<file path="config.mk">
export PLATFORM = sky130hd
export DESIGN_NAME = sphincs_hmsg_digest
export DESIGN_NICKNAME = d
export VERILOG_FILES = /design/src/rtl/sphincs_hmsg_digest.sv
export SDC_FILE = /design/constraint.sdc
export NUM_CORES = 2
export LEC_CHECK = 0
export BUFFER_PORTS_ARGS = -buffer_cell sky130_fd_sc_hd__buf_4
export CORE_ASPECT_RATIO = 0.8
export CORE_MARGIN = 8
export CORE_UTILIZATION = 55
export DETAILED_ROUTE_END_ITERATION = 8
export PLACE_DENSITY = 0.73
export SYNTH_ARGS = -nofsm -noshare
export SYNTH_HDL_FRONTEND = slang
export SYNTH_SLANG_ARGS = --single-unit
</file>
<file path="constraint.sdc">
create_clock -name CLK -period 44.6 [get_ports CLK]
set_clock_uncertainty 0.1 [all_clocks]
set_input_delay 2.23 -clock CLK [delete_from_list [all_inputs] [get_ports CLK]]
set_output_delay 2.23 -clock CLK [all_outputs]
set_load 0.01 [all_outputs]
</file>
<file path="src/rtl/sphincs_hmsg_digest.sv">
// SPHINCS+-SHA2 H_msg digest: MGF1-SHA-256(R || PK.seed || SHA-256(R || PK.seed || PK.root || M)).
// Build macro SPHINCS_HMSG_MIDSTATE_EN caches compress(IV, R || seed || inner) across MGF1 counters.

module RTL_crypto_hashblocks_sha256 (
   input  logic         CLK,
   input  logic         RST,
   input  logic         start_in,
   input  logic [255:0] state_in,
   input  logic [511:0] block_in,
   output logic         valid_out,
   output logic [255:0] digest_out
);
   localparam logic [31:0] K [64] = '{
      32'h428a2f98, 32'h71374491, 32'hb5c0fbcf, 32'he9b5dba5, 32'h3956c25b, 32'h59f111f1, 32'h923f82a4, 32'hab1c5ed5,
      32'hd807aa98, 32'h12835b01, 32'h243185be, 32'h550c7dc3, 32'h72be5d74, 32'h80deb1fe, 32'h9bdc06a7, 32'hc19bf174,
      32'he49b69c1, 32'hefbe4786, 32'h0fc19dc6, 32'h240ca1cc, 32'h2de92c6f, 32'h4a7484aa, 32'h5cb0a9dc, 32'h76f988da,
      32'h983e5152, 32'ha831c66d, 32'hb00327c8, 32'hbf597fc7, 32'hc6e00bf3, 32'hd5a79147, 32'h06ca6351, 32'h14292967,
      32'h27b70a85, 32'h2e1b2138, 32'h4d2c6dfc, 32'h53380d13, 32'h650a7354, 32'h766a0abb, 32'h81c2c92e, 32'h92722c85,
      32'ha2bfe8a1, 32'ha81a664b, 32'hc24b8b70, 32'hc76c51a3, 32'hd192e819, 32'hd6990624, 32'hf40e3585, 32'h106aa070,
      32'h19a4c116, 32'h1e376c08, 32'h2748774c, 32'h34b0bcb5, 32'h391c0cb3, 32'h4ed8aa4a, 32'h5b9cca4f, 32'h682e6ff3,
      32'h748f82ee, 32'h78a5636f, 32'h84c87814, 32'h8cc70208, 32'h90befffa, 32'ha4506ceb, 32'hbef9a3f7, 32'hc67178f2};

   logic [255:0] v, init, cur_v, nv, sum;
   logic [511:0] w, cur_w, nw;
   logic [5:0]   rnd, idx;
   logic         run;
   logic [31:0]  a, b, c, d, e, f, g, h, t1, t2, w16;

   function automatic logic [31:0] rotr(input logic [31:0] x, input int n);
      return (x >> n) | (x << (32 - n));
   endfunction

   // Round 0 runs on the start edge straight from the inputs, so valid_out lands 64 cycles after start_in.
   always_comb begin
      cur_v = start_in ? state_in : v;
      cur_w = start_in ? block_in : w;
      idx   = start_in ? 6'd0 : rnd;
      {a, b, c, d, e, f, g, h} = cur_v;
      t1  = h + (rotr(e, 6) ^ rotr(e, 11) ^ rotr(e, 25)) + ((e & f) ^ (~e & g)) + K[idx] + cur_w[511:480];
      t2  = (rotr(a, 2) ^ rotr(a, 13) ^ rotr(a, 22)) + ((a & b) ^ (a & c) ^ (b & c));
      nv  = {t1 + t2, a, b, c, d + t1, e, f, g};
      w16 = (rotr(cur_w[63:32], 17) ^ rotr(cur_w[63:32], 19) ^ (cur_w[63:32] >> 10)) + cur_w[223:192]
          + (rotr(cur_w[479:448], 7) ^ rotr(cur_w[479:448], 18) ^ (cur_w[479:448] >> 3)) + cur_w[511:480];
      nw  = {cur_w[479:0], w16};
      for (int i = 0; i < 8; i++) sum[i*32 +: 32] = init[i*32 +: 32] + nv[i*32 +: 32];
   end

   always_ff @(posedge CLK) begin
      if (!RST) begin
         run        <= 1'b0;
         rnd        <= '0;
         valid_out  <= 1'b0;
         digest_out <= '0;
      end else begin
         valid_out <= 1'b0;
         if (start_in || run) begin
            v   <= nv;
            w   <= nw;
            rnd <= idx + 6'd1;
         end
         if (start_in) begin
            init <= state_in;
            run  <= 1'b1;
         end else if (run && rnd == 6'd63) begin
            run        <= 1'b0;
            valid_out  <= 1'b1;
            digest_out <= sum;
         end
      end
   end
endmodule

module sphincs_hmsg_digest #(
   parameter int MGF_BLOCKS = 1
) (
   input  logic                      CLK,
   input  logic                      RST,
   input  logic                      start,
   input  logic [127:0]              r_in,
   input  logic [127:0]              pk_seed,
   input  logic [127:0]              pk_root,
   input  logic [263:0]              msg,
   output logic                      busy,
   output logic [256*MGF_BLOCKS-1:0] digest,
   output logic                      valid
);
   localparam logic [255:0] IV = {32'h6a09e667, 32'hbb67ae85, 32'h3c6ef372, 32'ha54ff53a,
                                  32'h510e527f, 32'h9b05688c, 32'h1f83d9ab, 32'h5be0cd19};

   typedef enum logic [3:0] {IDLE, H0, H0_W, H1, H1_W, M0, M0_W, M1, M1_W, DONE} state_t;
   state_t state;

   logic [127:0]              r_q, seed_q, root_q;
   logic [263:0]              msg_q;
   logic [255:0]              chain, inner;
   logic [256*MGF_BLOCKS-1:0] t_buf, t_next;
   logic [31:0]               ctr;
   logic                      core_start, core_valid, last;
   logic [255:0]              core_state, core_digest;
   logic [511:0]              core_block;

   RTL_crypto_hashblocks_sha256 u_core (
      .CLK        (CLK),
      .RST        (~RST),
      .start_in   (core_start),
      .state_in   (core_state),
      .block_in   (core_block),
      .valid_out  (core_valid),
      .digest_out (core_digest)
   );

   always_comb begin
      core_start = (state == H0) || (state == H1) || (state == M0) || (state == M1);
      core_state = IV;
      core_block = {r_q, seed_q, root_q, msg_q[263:136]};
      case (state)
         H1: begin
            core_state = chain;
            core_block = {msg_q[135:0], 8'h80, 304'd0, 64'h288};
         end
         M0: core_block = {r_q, seed_q, inner};
         M1: begin
            core_state = chain;
            core_block = {ctr, 8'h80, 408'd0, 64'h220};
         end
         default: ;
      endcase
      t_next = t_buf;
      t_next[(MGF_BLOCKS - 1 - int'(ctr)) * 256 +: 256] = core_digest;
      last = (ctr == 32'(MGF_BLOCKS - 1));
   end

   // chain holds compress(IV, IB0) during the inner hash, then compress(IV, MB0) for MGF1.
   always_ff @(posedge CLK) begin
      if (RST) begin
         state  <= IDLE;
         busy   <= 1'b0;
         valid  <= 1'b0;
         digest <= '0;
         ctr    <= '0;
      end else begin
         valid <= 1'b0;
         case (state)
            IDLE: if (start) begin
               r_q    <= r_in;
               seed_q <= pk_seed;
               root_q <= pk_root;
               msg_q  <= msg;
               ctr    <= '0;
               busy   <= 1'b1;
               state  <= H0;
            end
            H0:   state <= H0_W;
            H0_W: if (core_valid) begin
               chain <= core_digest;
               state <= H1;
            end
            H1:   state <= H1_W;
            H1_W: if (core_valid) begin
               inner <= core_digest;
               state <= M0;
            end
            M0:   state <= M0_W;
            M0_W: if (core_valid) begin
               chain <= core_digest;
               state <= M1;
            end
            M1:   state <= M1_W;
            M1_W: if (core_valid) begin
               t_buf <= t_next;
               if (last) begin
                  digest <= t_next;
                  valid  <= 1'b1;
                  busy   <= 1'b0;
                  state  <= DONE;
               end else begin
                  ctr <= ctr + 32'd1;
`ifdef SPHINCS_HMSG_MIDSTATE_EN
                  state <= M1;
`else
                  state <= M0;
`endif
               end
            end
            DONE:    state <= IDLE;
            default: state <= IDLE;
         endcase
      end
   end
endmodule

</file>
Yosys cells after proc, flatten, opt, wreduce, memory -nomap -nowiden --
Memory sizes are Yosys's and may differ from the RTL's. Index checks and enable logic that the tools add are counted. W data, S select, Z words.
Cells by class: shift operators 2, reduce and logical (&&, ||, !) cells 24, magnitude comparators 1, equality and inequality tests 16, multiplexer cells 27, bitwise gates (word level) 32, add/subtract/negate cells 22
Operator list (count):
- $pmux W512 S3 | 1
- $add A32 B32 Y32 | 18
- $mux W256 | 2
- $mux W512 | 1
- $xor A32 B32 Y32 | 9
- $bwmux W256 | 1
- $shift A256 B33 Y256 const A | 1
- $shiftx A256 B33 Y256 | 1
- $and A32 B32 Y32 | 5
- $mux W32 | 5
- $pmux W32 S2 | 1
- $pmux W4 S9 | 1
- $neg A32 Y33 | 1
- $add A32 B1 Y32 const B | 1
- $logic_not A32 Y1 | 1
- $not A32 Y32 | 1
- $or A10 B32 Y32 | 1
- $or A13 B32 Y32 | 1
- $or A14 B32 Y32 | 1
- $or A15 B32 Y32 | 1
- $or A19 B32 Y32 | 1
- $or A21 B32 Y32 | 1
- $or A25 B32 Y32 | 1
- $or A26 B32 Y32 | 1
- other kinds (30) | 66
Word-level totals: memories 1, register bits 2998, word-level logic and storage cells 144, input bits 651, output and inout bits 258, bits in read-only memories 2048
Memories:
- (no name shown) | words 64, width 32, rd ports 1, clocked after memory_dff 0, wr ports 0, line 39 | t1 = h + (rotr(e, 6) ^ rotr(e, 11) ^ rotr(e, 25)) + ((e & f) ^ (~e & g)) + K[idx] + cur_w[511:480];

Longest topological paths before layout --
depth after elaboration 14, gate-level depth with buffers 53, gate-level depth less buffers 49

Hierarchy --
A second synthesis with hierarchy kept.
Second synthesis, totals: cells, all modules 11600, area, all modules 143820.4 sq um
By module, submodules not included:
- RTL_crypto_hashblocks_sha256 | cells an instance 6718, times used 1, sequential area each 36034.6 sq um, area an instance 76468.3 sq um
- sphincs_hmsg_digest | cells an instance 4882, times used 1, sequential area each 48406.4 sq um, area an instance 67352.1 sq um

Least setup slack after synthesis --
No wires, ideal clock.
kind in2reg, start point input RST, end point register u_core.v[0], enable pin, stages on the path 4, setup time 1.921 ns, setup slack 7.975 ns, arrival 34.604 ns, data required time 42.579 ns, buffers on the path 3, cells stage by stage clkbuf_1 > clkbuf_1 > clkbuf_1 > nor2_1
On the way: word-level cells in the longest chain between the ends 2
Ends and longest elaborated chain:
- start, declared | line 77 | input logic RST,
- $not A1 Y1 (no line)
- $reduce_and A2 Y1 (no line)
- end signal, assigned | line 57 | v <= nv;
- end, declared | line 23 | logic [255:0] v, init, cur_v, nv, sum;
Every way passes these cells. A chain may end at the register's enable or synchronous reset.

Worst setup path after layout --
start point register state[3], end point register u_core.digest_out[127]
On the way: word-level cells in the longest chain between the ends 14, elaborated cells on any way between the ends 34, classes of those cells add/sub: 6; eq/ne: 4; mux: 7; bitwise: 11; reduce/logical: 5; memory: 1
Ends and longest elaborated chain:
- start, declared | line 91 | state_t state;
- start signal, assigned | line 136 | state <= IDLE;
- start signal, assigned | line 151 | state <= H0;
- start signal, assigned | line 153 | H0: state <= H0_W;
- $eq A4 B1 Y1 or $eq A4 B2 Y1 (tied branches) | line 113, 116
- $logic_or A1 B1 Y1 (3 in series) | line 113 | core_start = (state == H0) || (state == H1) || (state == M0) || (state == M1);
- $mux W256 | line 35 | cur_v = start_in ? state_in : v;
- $or A26 B32 Y32 or $or A21 B32 Y32 (tied branches) | line 30 | return (x >> n) | (x << (32 - n));
- $xor A32 B32 Y32 (2 in series) | line 39
- $add A32 B32 Y32 (4 in series) | line 39
- $add A32 B32 Y32 * | line 41 | nv = {t1 + t2, a, b, c, d + t1, e, f, g};
- via u_core.nv[118] | line 23
- $add A32 B32 Y32 * | line 45 | for (int i = 0; i < 8; i++) sum[i*32 +: 32] = init[i*32 +: 32] + nv[i*32 +: 32];
- end signal, assigned | line 67 | digest_out <= sum;
- end, declared | line 11 | output logic [255:0] digest_out
Mark *: on every way through the listed nets, which the timed path passes. The rest lies on a longest branch. The select of a mux whose other input is x is not followed.

==> flow_results.org <==
** Detailed routing
- DRC violation total after the first TritonRoute iteration :: 14,480
- In the routed layout, each cell is associated on average with a via count of 6.325.
- The highest metal layer carrying signal wires in the routed design is met5.
- After detailed routing, the met3 layer carries 64,590 um of wire.
- In the final routing, the length of wire on met1 measures 213,600 um.
- Met2 WL post-DR :: 210,600 um
- Vias post-DR :: 100,500
- The count of nets left with antenna violations once routing finished came out at 0.
- DRC viols :: 0
- Wirelength, routed :: 516,100 um
- The first detailed-routing pass ran for 6 iterations.
- WL per Instance :: 32.47 um

** Floorplan
- The die is 465.0 um tall.
- The floorplan has 165 rows.
- For this configuration, the core starts out at a cell density of 55.08%.
- Core area :: 251,700 um^2
- The die is 577.3 um wide.
- Top-level I/O count :: 909
- Die Footprint :: 268,500 um^2

** Clocking
- After clock tree synthesis, the clock-pin slew on the worst setup and hold paths is 0.06 ns.
- Gates resized during post-CTS repair numbered 0.
- Skew-Pair Late Insertion Delay :: 0.90 ns
- TritonCTS built the clock tree.
- Clock tree root driver cell :: clkbuf_16
- In this run the post-CTS setup repair buffer count came out at 0.
- Number of sinks driven by the clock tree :: 2,998
- The clock tree synthesis step divided the H-tree into 5 levels.
- Count of hold-fix buffers inserted at cts :: 0
- Clock buffers created by TritonCTS :: 300
- Maximum buffer depth of the clock tree :: 4

** Worst setup path
- The critical path in this run is classified as flop to flop.
- Slowest Stage Delay on Critical Path :: 0.76 ns
- Counting cells, the worst reg-to-reg path comes to 38.
- Endpoint arrival time on the critical path :: 14.17 ns
- The worst setup path is captured at a flop.
- Critical Path Start Type :: flop
- The most critical setup path has its startpoint at state[3].
- The endpoint identified for the worst register-to-register timing path is u_core.digest_out[127].
- Reg-to-reg startpoint :: state[3]
- Reg-to-reg setup timing slack :: 31.08 ns
- Max FO, Critical Path :: 36
- Data required time of the worst path :: 45.25 ns
- Among all stages on the critical path, the largest delay is contributed by ha_1.

** Cells and area
- Relative to the synthesized area, the layout overhead comes to 15.11%.
- Fraction of the core area covered by cells at the end of the flow :: 63.41%
- Layout cell share with drive strength beyond 1 :: 13.63%
- For this run, the post-layout net count is 13,520.

** GRT
- Overall Global Routing Usage :: 37.11%
- First-pass GRT wire length :: 716,300 um
- Remaining Overflow, GRT :: 0
- Initial antenna violation count :: 49
- Pin count of the biggest net entering global routing :: 202
- The via count of the first global-routing pass was 95,310.

** Synth
- Most frequently used cell type in the post-synthesis netlist :: edfxtp_1
- Warning count from the yosys run :: 0
- For this run, asynchronously set or reset flops after synthesis account for 0%.
- Area contributors post-synth :: edfxtp_1 53%, dfxtp_1 8.1%, mux2i_1 3.9%
- Portion of the post-synthesis area used by sequential elements :: 60.91%
- Gate count of the mapped netlist :: 11,420
- The share of synthesized area in the top cell type comes to 52.86%.
- In this run, synthesis produced a sequential element count of 2,998.
- Most common flop cell mapped by yosys :: edfxtp_1
- Unique cell type count in the Yosys netlist :: 97
- Post-synth EDFFs :: 2,440
- When the netlist entered floorplanning its net count stood at 12,660.
- The commonest cells after synthesis are 2,440 x edfxtp_1, 1,079 x nand2_1, 805 x nor2_1.
- After synthesis the cells add up to 138,600 um^2.
- The average instance in the mapped netlist occupies 12.14 um^2.
- Library cell with the largest summed area after synthesis :: edfxtp_1

** Timing
- For the pin with the worst max-slew slack, the measured transition is 1.420 ns.
- Setup violations remaining at the end of the flow were counted as 0.
- Max frequency :: 73.97 MHz
- Setup repair after global routing missed its margin :: no
- Headroom to the max-slew limit :: 4.351%
- Final Hold Viols :: 0
- Adding up every negative setup slack in the final design gives 0 ns.
- Post-route worst setup slack :: 31.08 ns
- Final Max Slew Viols :: 0
- Final clock period utilization by the worst path :: 30.31%
- After layout, the minimum clock period comes to 13.52 ns.
- Final hold analysis gives a worst-case slack of 0.3840 ns.

** Run
- Max-cap viol count :: 0

** Placed design
- Setup slack at placement :: 31.36 ns
- Number of port buffers :: 908
- Gpl congestion :: 1.014
- DPL Wire Length :: 386,200 um

** Min path
- Endpoint, Worst Hold :: u_core.digest_out[97]
- Hold path start :: u_core.digest_out[97]
- Along the worst hold path, the cell count comes to 2.
- Worst min-delay path class :: flop to flop

** Status
- The flow ran to the end, and the final reports show no timing, DRC or antenna violations.
==> final cells by class <==
type | count | area [um^2]
flip-flops and latches | 2998 | 84450
diodes | 28 | 70.07
inverters | 717 | 2696
repair buffers | 1138 | 8626
fillers | 18980 | 92080
clock buffers | 397 | 8372
multi-input cells | 7127 | 49310
clock inverters | 150 | 1871
well taps | 3340 | 4179
==> per-stage QoR <==
stage	cell area, um^2	cells
6_report	159600	15900
5_1_grt	159500	15880
4_1_cts	159500	15870
3_5_place_dp	149300	15320
3_3_place_gp	149300	15320
2_1_floorplan	138600	11420
==> flip-flops by register name, summed over array words and instances, names as in the netlist <==
register           cells
u_core.run             1
u_core.rnd             6
seed_q               128
state                  4
u_core.digest_out    256
u_core.init          256
chain                256
valid                  1
msg_q                264
ctr                   32
busy                   1
r_q                  128
u_core.valid_out       1
digest               256
u_core.w             512
inner                256
t_buf                256
u_core.v             256
root_q               128
==> logic make-up (layout without fill, tap and decap cells) <==
logic type	after synthesis	count (layout)	synth area share [%]
DFF	2998	2998	60.91
and+or+nand+nor	2709	2709	8.777
AOI/OAI and AO/OA	2624	2624	12.09
buffers and inverters	1296	2402	3.664
xor gates and xnor gates	629	629	3.994
adders and majority gates	610	610	6.526
muxes	555	555	4.035
other	0	28	0
==> routing by layer <==
| layer | global-route usage, % | up-vias |
|---|---|---|
| li1 | - | 43140 |
| met1 | 53.88 | 50090 |
| met2 | 51.45 | 6306 |
| met3 | 11.11 | 969 |
| met4 | 16.33 | 34 |
| met5 | 0.4303 | - |
==> placed cells by master (no fill, tap or decap), types with 41 or more instances in the layout <==
| master | netlist | layout |
|---|---|---|
| a211oi_1 | 345 | 345 |
| a21o_1 | 225 | 225 |
| a21oi_1 | 669 | 669 |
| a221oi_1 | 117 | 117 |
| a31oi_1 | 53 | 53 |
| and2_1 | 138 | 135 |
| and3_1 | 44 | 44 |
| buf_4 | 1 | 1131 |
| clkbuf_1 | 495 | 56 |
| clkbuf_16 | 0 | 308 |
| clkinv_2 | 0 | 44 |
| dfxtp_1 | 558 | 554 |
| edfxtp_1 | 2440 | 2440 |
| fa_1 | 195 | 195 |
| ha_1 | 395 | 395 |
| inv_1 | 713 | 712 |
| mux2i_1 | 543 | 543 |
| nand2_1 | 1079 | 1075 |
| nand2b_1 | 44 | 42 |
| nand3_1 | 91 | 90 |
| nor2_1 | 805 | 796 |
| nor2b_1 | 54 | 53 |
| nor3_1 | 118 | 116 |
| nor3b_1 | 42 | 42 |
| o211ai_1 | 41 | 41 |
| o21a_1 | 161 | 161 |
| o21ai_0 | 658 | 636 |
| o21bai_1 | 53 | 53 |
| or3_1 | 170 | 169 |
| xnor2_1 | 504 | 504 |
| xor2_1 | 123 | 123 |
==> how the worst max path moves through the flow <==
stage / to / cells after the start
floorplan: u_core.v[0] / 4
global placement: u_core.digest_out[255] / 42
detailed placement: u_core.digest_out[255] / 46
CTS: u_core.digest_out[255] / 46
global route: u_core.digest_out[255] / 46
finish: u_core.digest_out[127] / 38
==> worst max-delay path, delay by kind of cell (launching register included) <==
family | cells | cell delay (ns)
flops | 1 | 0.52
buf+inv | 4 | 1.08
xor+xnor | 4 | 1.10
simple gates | 10 | 2.78
fa+ha+maj | 7 | 3.35
compound gates | 13 | 4.41
Power is not shown: default switching activity piles up to over one toggle a cycle in this logic, so the estimate is an artifact.
